$ cat config.mk
export PLATFORM = sky130hd
export DESIGN_NAME = ifetch_prefetch_stage
export DESIGN_NICKNAME = d
export VERILOG_FILES = /design/src/rtl/ifetch_prefetch_stage.sv
export SDC_FILE = /design/constraint.sdc
export NUM_CORES = 1
export LEC_CHECK = 0
export ABC_AREA = 0
export BUFFER_PORTS_ARGS = -buffer_cell sky130_fd_sc_hd__buf_2
export CAP_MARGIN = 40
export CORE_MARGIN = 2
export CORE_UTILIZATION = 26
export DETAILED_ROUTE_END_ITERATION = 10
export MAX_ROUTING_LAYER = met4
export PLACE_DENSITY = 0.47
export SYNTH_ARGS = -nofsm -noshare
export SYNTH_HDL_FRONTEND = slang
export SYNTH_SLANG_ARGS = --single-unit
$ cat constraint.sdc
create_clock -name clock -period 6.6 [get_ports clock]
set_clock_uncertainty 0.15 [all_clocks]
set_input_delay 0.66 -clock clock [delete_from_list [all_inputs] [get_ports clock]]
set_output_delay 0.66 -clock clock [all_outputs]
set_load 0.02 [all_outputs]
$ cat src/rtl/ifetch_prefetch_stage.sv
// Instruction-fetch front end: owns the fetch PC, issues to a registered-read imem and
// buffers {instr, pc} in a small FIFO ahead of IR1. Optional flush statistics: FETCH_STATS_EN.
module ifetch_prefetch_stage #(
  parameter int                 ADDR_W    = 8,
  parameter int                 DATA_W    = 8,
  parameter int                 DEPTH     = 4,
  parameter logic [ADDR_W-1:0]  RESET_PC  = '0,
  parameter logic [DATA_W-1:0]  NOP_INSTR = DATA_W'(8'h0A),
  localparam int                PTR_W     = $clog2(DEPTH),
  localparam int                CNT_W     = PTR_W + 1
) (
  input  logic              clock,
  input  logic              reset,
  output logic [ADDR_W-1:0] imem_addr,
  input  logic [DATA_W-1:0] imem_rdata,
  output logic [DATA_W-1:0] ir_out,
  output logic [ADDR_W-1:0] ir_pc,
  output logic              ir_valid,
  input  logic              ir_ready,
  input  logic              redirect,
  input  logic [ADDR_W-1:0] redirect_pc,
  output logic [CNT_W-1:0]  fifo_count,
  output logic [15:0]       stat_flush,
  output logic [1:0]        dbg_state
);

  // Handshake: the head entry transfers on any cycle where ir_valid && ir_ready are both
  // high; ir_ready while ir_valid is low has no effect.

  typedef enum logic [1:0] {
    S_BOOT   = 2'd0,
    S_RUN    = 2'd1,
    S_SQUASH = 2'd2
  } state_e;

  state_e            state_q, state_d;
  logic [ADDR_W-1:0] fetch_pc_q, fetch_pc_d;
  logic              inflight_q, inflight_d;
  logic [ADDR_W-1:0] inflight_pc_q;
  logic [PTR_W-1:0]  rd_ptr_q, rd_ptr_d;
  logic [PTR_W-1:0]  wr_ptr_q, wr_ptr_d;
  logic [CNT_W-1:0]  count_q, count_d;
  logic [DATA_W-1:0] instr_q [DEPTH];
  logic [ADDR_W-1:0] pc_q    [DEPTH];

  logic              redirect_eff;
  logic              issue;
  logic              push;
  logic              pop;
  logic [CNT_W:0]    occupancy;

  always_comb begin
    state_d = state_q;
    case (state_q)
      S_BOOT:   state_d = S_RUN;
      S_RUN:    if (redirect) state_d = S_SQUASH;
      S_SQUASH: state_d = redirect ? S_SQUASH : S_RUN;
      default:  state_d = S_BOOT;
    endcase
  end

  always_ff @(posedge clock) begin
    if (reset) state_q <= S_BOOT;
    else       state_q <= state_d;
  end

  // Credit counts the outstanding fetch so its return always has a free slot.
  always_comb begin
    redirect_eff = redirect && (state_q != S_BOOT);
    occupancy    = {1'b0, count_q} + (CNT_W+1)'(inflight_q);
    issue        = (state_q != S_BOOT) && !redirect && (occupancy < (CNT_W+1)'(DEPTH));
    push         = inflight_q && !redirect_eff;
    pop          = ir_valid && ir_ready;
  end

  always_comb begin
    fetch_pc_d = fetch_pc_q;
    inflight_d = issue;
    rd_ptr_d   = rd_ptr_q;
    wr_ptr_d   = wr_ptr_q;
    count_d    = count_q;
    if (redirect_eff) begin
      fetch_pc_d = redirect_pc;
      rd_ptr_d   = '0;
      wr_ptr_d   = '0;
      count_d    = '0;
    end else begin
      if (issue) fetch_pc_d = fetch_pc_q + ADDR_W'(1);
      if (pop)   rd_ptr_d   = rd_ptr_q + PTR_W'(1);
      if (push)  wr_ptr_d   = wr_ptr_q + PTR_W'(1);
      count_d = count_q + CNT_W'(push) - CNT_W'(pop);
    end
  end

  always_ff @(posedge clock) begin
    if (reset) begin
      fetch_pc_q    <= RESET_PC;
      inflight_q    <= 1'b0;
      inflight_pc_q <= '0;
      rd_ptr_q      <= '0;
      wr_ptr_q      <= '0;
      count_q       <= '0;
    end else begin
      fetch_pc_q <= fetch_pc_d;
      inflight_q <= inflight_d;
      if (issue) inflight_pc_q <= fetch_pc_q;
      rd_ptr_q   <= rd_ptr_d;
      wr_ptr_q   <= wr_ptr_d;
      count_q    <= count_d;
    end
  end

  // Storage needs no reset: entries are only visible through count_q.
  always_ff @(posedge clock) begin
    if (!reset && push) begin
      instr_q[wr_ptr_q] <= imem_rdata;
      pc_q[wr_ptr_q]    <= inflight_pc_q;
    end
  end

  assign imem_addr  = fetch_pc_q;
  assign ir_valid   = (count_q != '0);
  assign ir_out     = ir_valid ? instr_q[rd_ptr_q] : NOP_INSTR;
  assign ir_pc      = ir_valid ? pc_q[rd_ptr_q] : '0;
  assign fifo_count = count_q;
  assign dbg_state  = state_q;

`ifdef FETCH_STATS_EN
  logic [15:0]    stat_q, stat_d;
  logic [CNT_W:0] flushed;
  logic [16:0]    stat_sum;

  // A pop completing in the redirect cycle was accepted, so it is not counted as flushed.
  always_comb begin
    flushed  = {1'b0, count_q} - (CNT_W+1)'(pop) + (CNT_W+1)'(inflight_q);
    stat_sum = {1'b0, stat_q} + 17'(flushed);
    stat_d   = stat_q;
    if (redirect_eff) stat_d = stat_sum[16] ? 16'hFFFF : stat_sum[15:0];
  end

  always_ff @(posedge clock) begin
    if (reset) stat_q <= '0;
    else       stat_q <= stat_d;
  end

  assign stat_flush = stat_q;
`else
  assign stat_flush = '0;
`endif

endmodule

; Word level (Yosys, flattened, before mapping)
; Memories as Yosys holds them, arrays and structs flattened. A register that Yosys moved wholly into a read port is not among the register bits.
; Index checks and enable logic that the tools add are counted.
[totals]
elab_cells = 46
output_inout_bits = 46
reg_bits = 26
n_memories = 2
ram_bits = 64
[op_classes]
magnitude_cmp = 1
reduce_logical = 14
mux = 13
n_eq_ne = 3
add_sub_neg = 6
[memory_table]
columns = name, words, width, rd, rd_ports_with_merged_regs, wr, line
row1 = instr_q, 4, 8, 1, 1, 1, 43  ; logic [DATA_W-1:0] instr_q [DEPTH];
row2 = pc_q, 4, 8, 1, 1, 1, 44  ; logic [ADDR_W-1:0] pc_q [DEPTH];
[ops]
columns = operator, n
row1 = 2-to-1 mux 8 bit, 4
row2 = 2-to-1 mux 2 bit, 6
row3 = adder 8 x 1 -> 8 bit (second input constant), 1
row4 = logical AND 1 bit, 6
row5 = case mux 2 bit (3 select lines), 1
row6 = adder 2 x 1 -> 2 bit (second input constant), 2
row7 = adder 3 x 1 -> 4 bit, 1
row8 = less-than comparator 4 x 3 -> 1 bit (second input constant), 1
row9 = nonzero test 2 bit, 2
row10 = adder 3 x 1 -> 3 bit, 1
row11 = logical NOT 1 bit, 3
row12 = nonzero test 3 bit, 1
row13 = subtractor 3 x 1 -> 3 bit, 1
row14 = == test 2 x 1 -> 1 bit (second input constant), 1
row15 = == test 2 bit (second input constant), 1
row16 = logical NOT 2 bit, 1
row17 = 2-to-1 mux 1 bit, 2
row18 = != test 2 bit (second input constant), 1
row19 = OR reduction 2 bit, 1

; Depth between registers and ports, before layout
[depth]
word_depth = 7
mapped_depth = 9
depth_no_buf = 9

; Least setup slack after synthesis
; OpenSTA, ideal clock, no wires.
[synth_path]
kind = register to output
from = register (tool-made name)
to = output ir_out[4]
arrival_ns = 1.554
path_buffers = 2
slack_ns = 4.236
required_time_ns = 5.790
path_stages_with_launch = 5
path_cell_list = dfxtp_1 > buf_2 > buf_2 > mux4_2 > and2_1
[synth_lines]
columns = item, line
row1 = end: declaration, 16  ; output logic [DATA_W-1:0] ir_out,

==> results.json <==
{
  "cts_tree": "built",
  "crit_fanout": 9,
  "yosys_most_used_dff": "edfxtp_1",
  "root_buffer": "clkbuf_16",
  "final_antenna_net_count": 0,
  "tns_ps": 0,
  "ys_warn_count": 0,
  "cts.hold.buffers_added": 0,
  "rows": 44,
  "max_stage_delay_ps": 710,
  "drive_gt1_share_pct": 29.7,
  "ctsLongestPathBuffers": 2,
  "synth_edf_count": 64,
  "p_seq_share_pct": 43.3,
  "layout.cells.non_filler": 507,
  "grt_overflow": 0,
  "power_density_nw_per_um2": 346,
  "leakagePower_nw": 1.67,
  "finalCritPeriodShare_pct": 46.3,
  "wl_um": 7520,
  "diodes": 0,
  "syn_avg_cell_area_sq_um": 14.5,
  "ctsResizeCount": 0,
  "clock_sinks": 92,
  "fin_hold_ws_ps": 349,
  "register_area_sq_um": 2480,
  "placedCellCount": 491,
  "cp-start-kind": "flip-flop",
  "die_h_um": 126,
  "path_buf_inv": 2,
  "clk-insertion-delay-late_ps": 340,
  "ir_drop_uv": 139,
  "pwr-share-comb_pct": 22.5,
  "utilization_pct": 31.3,
  "critical_path.top_delay_family": "flip-flops",
  "crit_slowest_cell": "dfxtp_1",
  "multi_input_area_sq_um": 1240,
  "vias": 2232,
  "fmax_ghz": 0.328,
  "tightest_slew_ps": 815,
  "drt_iter0_markers": 62,
  "grt_pass1_vias": 2258,
  "antenna_found_initial": 0,
  "core-area_sq_um": 14600,
  "drv_cap": 0,
  "finalHoldViolCount": 0,
  "grt.total_usage_pct": 10.4,
  "grt_first_pass_wirelength_um": 12100,
  "end_kind": "output port",
  "wire_per_inst_um": 14.8,
  "grt_max_degree": 21,
  "switching_share_pct": 28.9,
  "synthCells": 269,
  "yosysTopAreaCell": "edfxtp_1",
  "drcViolationCount": 0,
  "nets": 346,
  "via_per_inst": 4.40,
  "synth_top_area_share_pct": 49.3,
  "cp_cell_sequence": "buf_4 > mux4_2 > and2_1 > buf_2",
  "numCtsBuffers": 9,
  "cp.required_ps": 5790,
  "drv_slew": 0,
  "clk_pin_slew_ps": 60,
  "cp.arrival_ps": 2240,
  "htreeDepth": 3,
  "slew_headroom_pct": 45.6,
  "p_sw_uw": 456,
  "rsz0062_at_grt": "false",
  "synth.area.top_cells": "edfxtp_1 (49%), dfxtp_1 (14%), mux4_2 (9.2%)",
  "dp_hpwl_um": 4940,
  "async_reset_ff_share_pct": 0,
  "p_int_mw": 1.12,
  "hold_path.class": "reg2reg",
  "synth-seq-area-share_pct": 63.7,
  "portBuffers": 49,
  "finalInstanceArea_sq_um": 4560,
  "crit_type": "reg2out",
  "synth_cell_type_count": 46,
  "synth-seq-cells": 92,
  "fill_cells": 1460,
  "die_w_um": 126,
  "status": "finished clean",
  "ios": 66,
  "drt_pass1_iterations": 4,
  "placed_cell_area_sq_um": 4240,
  "p_clk_share_pct": 34.3,
  "place_congestion": 0.689,
  "syn-cell-area_sq_um": 3900,
  "start_util_pct": 26.7,
  "timing.final.crit_period_ps": 3050,
  "setup_violations": 0,
  "post_cts_buffers": 0,
  "area_growth_pct": 17.0,
  "dieArea_sq_um": 16000
}
logic make-up (layout without fill, tap and decap cells):
| family | count (synthesis) | in the layout | synth area share [%] |
|---|---|---|---|
| AOI/OAI and AO/OA | 26 | 26 | 5.07 |
| xor gates and xnor gates | 6 | 6 | 1.35 |
| adders and majority gates | 8 | 8 | 2.76 |
| buffers and inverters | 34 | 73 | 5.87 |
| DFF | 92 | 92 | 63.7 |
| muxes | 20 | 20 | 10.4 |
| other | 1 | 16 | 0.0962 |
| and+or+nand+nor | 82 | 82 | 10.8 |
layer usage:
metal | global-route usage, % | vias up | part of all wire (%)
met2 | 15.9 | 79 | 47
met1 | 12.8 | 1088 | 45
met5 | - | - | 0
li1 | - | 1056 | -
met4 | 3.10 | 0 | 1.3
met3 | 3.96 | 9 | 6.9
layout by cell type, fill, tap and decap left out, types with 2 or more instances in the layout:
| cell type | netlist | final |
|---|---|---|
| conb_1 | 1 | 16 |
| nand3_1 | 6 | 6 |
| buf_2 | 4 | 49 |
| o31ai_1 | 2 | 2 |
| nand2_1 | 19 | 19 |
| and3_2 | 4 | 4 |
| buf_4 | 17 | 3 |
| and2_1 | 16 | 16 |
| edfxtp_1 | 64 | 64 |
| nor2_1 | 21 | 21 |
| bufinv_16 | 0 | 2 |
| a21oi_1 | 10 | 10 |
| xor2_1 | 3 | 3 |
| inv_1 | 5 | 5 |
| mux4_2 | 16 | 16 |
| xnor2_1 | 3 | 3 |
| dfxtp_1 | 28 | 28 |
| mux2i_1 | 3 | 3 |
| or3_1 | 2 | 2 |
| ha_1 | 7 | 7 |
| a311oi_2 | 2 | 2 |
| nor3_1 | 4 | 4 |
| clkbuf_16 | 0 | 9 |
| or2_2 | 2 | 2 |
| a211oi_1 | 2 | 2 |
through the flow:
| stage | total power [mW] | worst slack [ps] |
|---|---|---|
| 2_1_floorplan | 0.950 | 4240 |
| 3_3_place_gp | 1.06 | 3840 |
| 3_5_place_dp | 1.06 | 3820 |
| 4_1_cts | 1.61 | 3440 |
| 5_1_grt | 1.66 | 3320 |
| 6_report | 1.58 | 3550 |
area by class of cell:
class	count	area share (%)
Sequential cell	92	54.4
Multi-Input combinational cell	158	27.3
Timing Repair Buffer	52	5.87
Clock buffer	11	5.32
Tap cell	184	5.05
Clock inverter	5	1.67
Inverter	5	0.411
sequential cells by signal (all words and copies together) (netlist names), named ones only:
| name | flops |
|---|---|
| inflight_pc_q | 8 |
| instr_q | 32 |
| imem_addr | 8 |
| rd_ptr_q | 2 |
| dbg_state | 2 |
| fifo_count | 3 |
| inflight_q | 1 |
| wr_ptr_q | 2 |
| pc_q | 32 |
power groups by stage:
stage	clock network, mW	logic, mW	registers (mW)
final	0.542	0.355	0.683
after CTS	0.558	0.364	0.685
after global placement	0	0.361	0.694
after global routing	0.582	0.390	0.690
after floorplan	0	0.259	0.691
after detailed placement	0	0.363	0.697
final timing paths:
kind / end / depth (start not counted) / start / slack [ps]
hold reg to reg: inflight_pc_q[1] / 2 / inflight_pc_q[1] / 350
hold / removal: inflight_pc_q[1] / 2 / inflight_pc_q[1] / 350
setup / recovery: ir_pc[1] / 4 / flip-flop / 3550
setup reg to reg: fifo_count[2] / 9 / fifo_count[1] / 4060
synthesized netlist by cell type (2+ instances only):
cell       n
or2_2      2
buf_2      4
a311oi_2   2
mux4_2    16
nand3_1    6
dfxtp_1   28
mux2i_1    3
o31ai_1    2
ha_1       7
buf_4     17
nand2_1   19
xnor2_1    3
clkbuf_1   4
a211oi_1   2
and3_2     4
buf_6      3
or3_1      2
nor2_1    21
inv_1      5
xor2_1     3
edfxtp_1  64
nor3_1     4
a21oi_1   10
and2_1    16
worst min-delay path, delay by kind of cell, from the launching register on:
kind,cells,cell delay [ps]
flip-flops,1,340
AND/OR/NAND/NOR,1,60
AO/OA/AOI/OAI,1,50
Power figures use the tool's default switching activity.
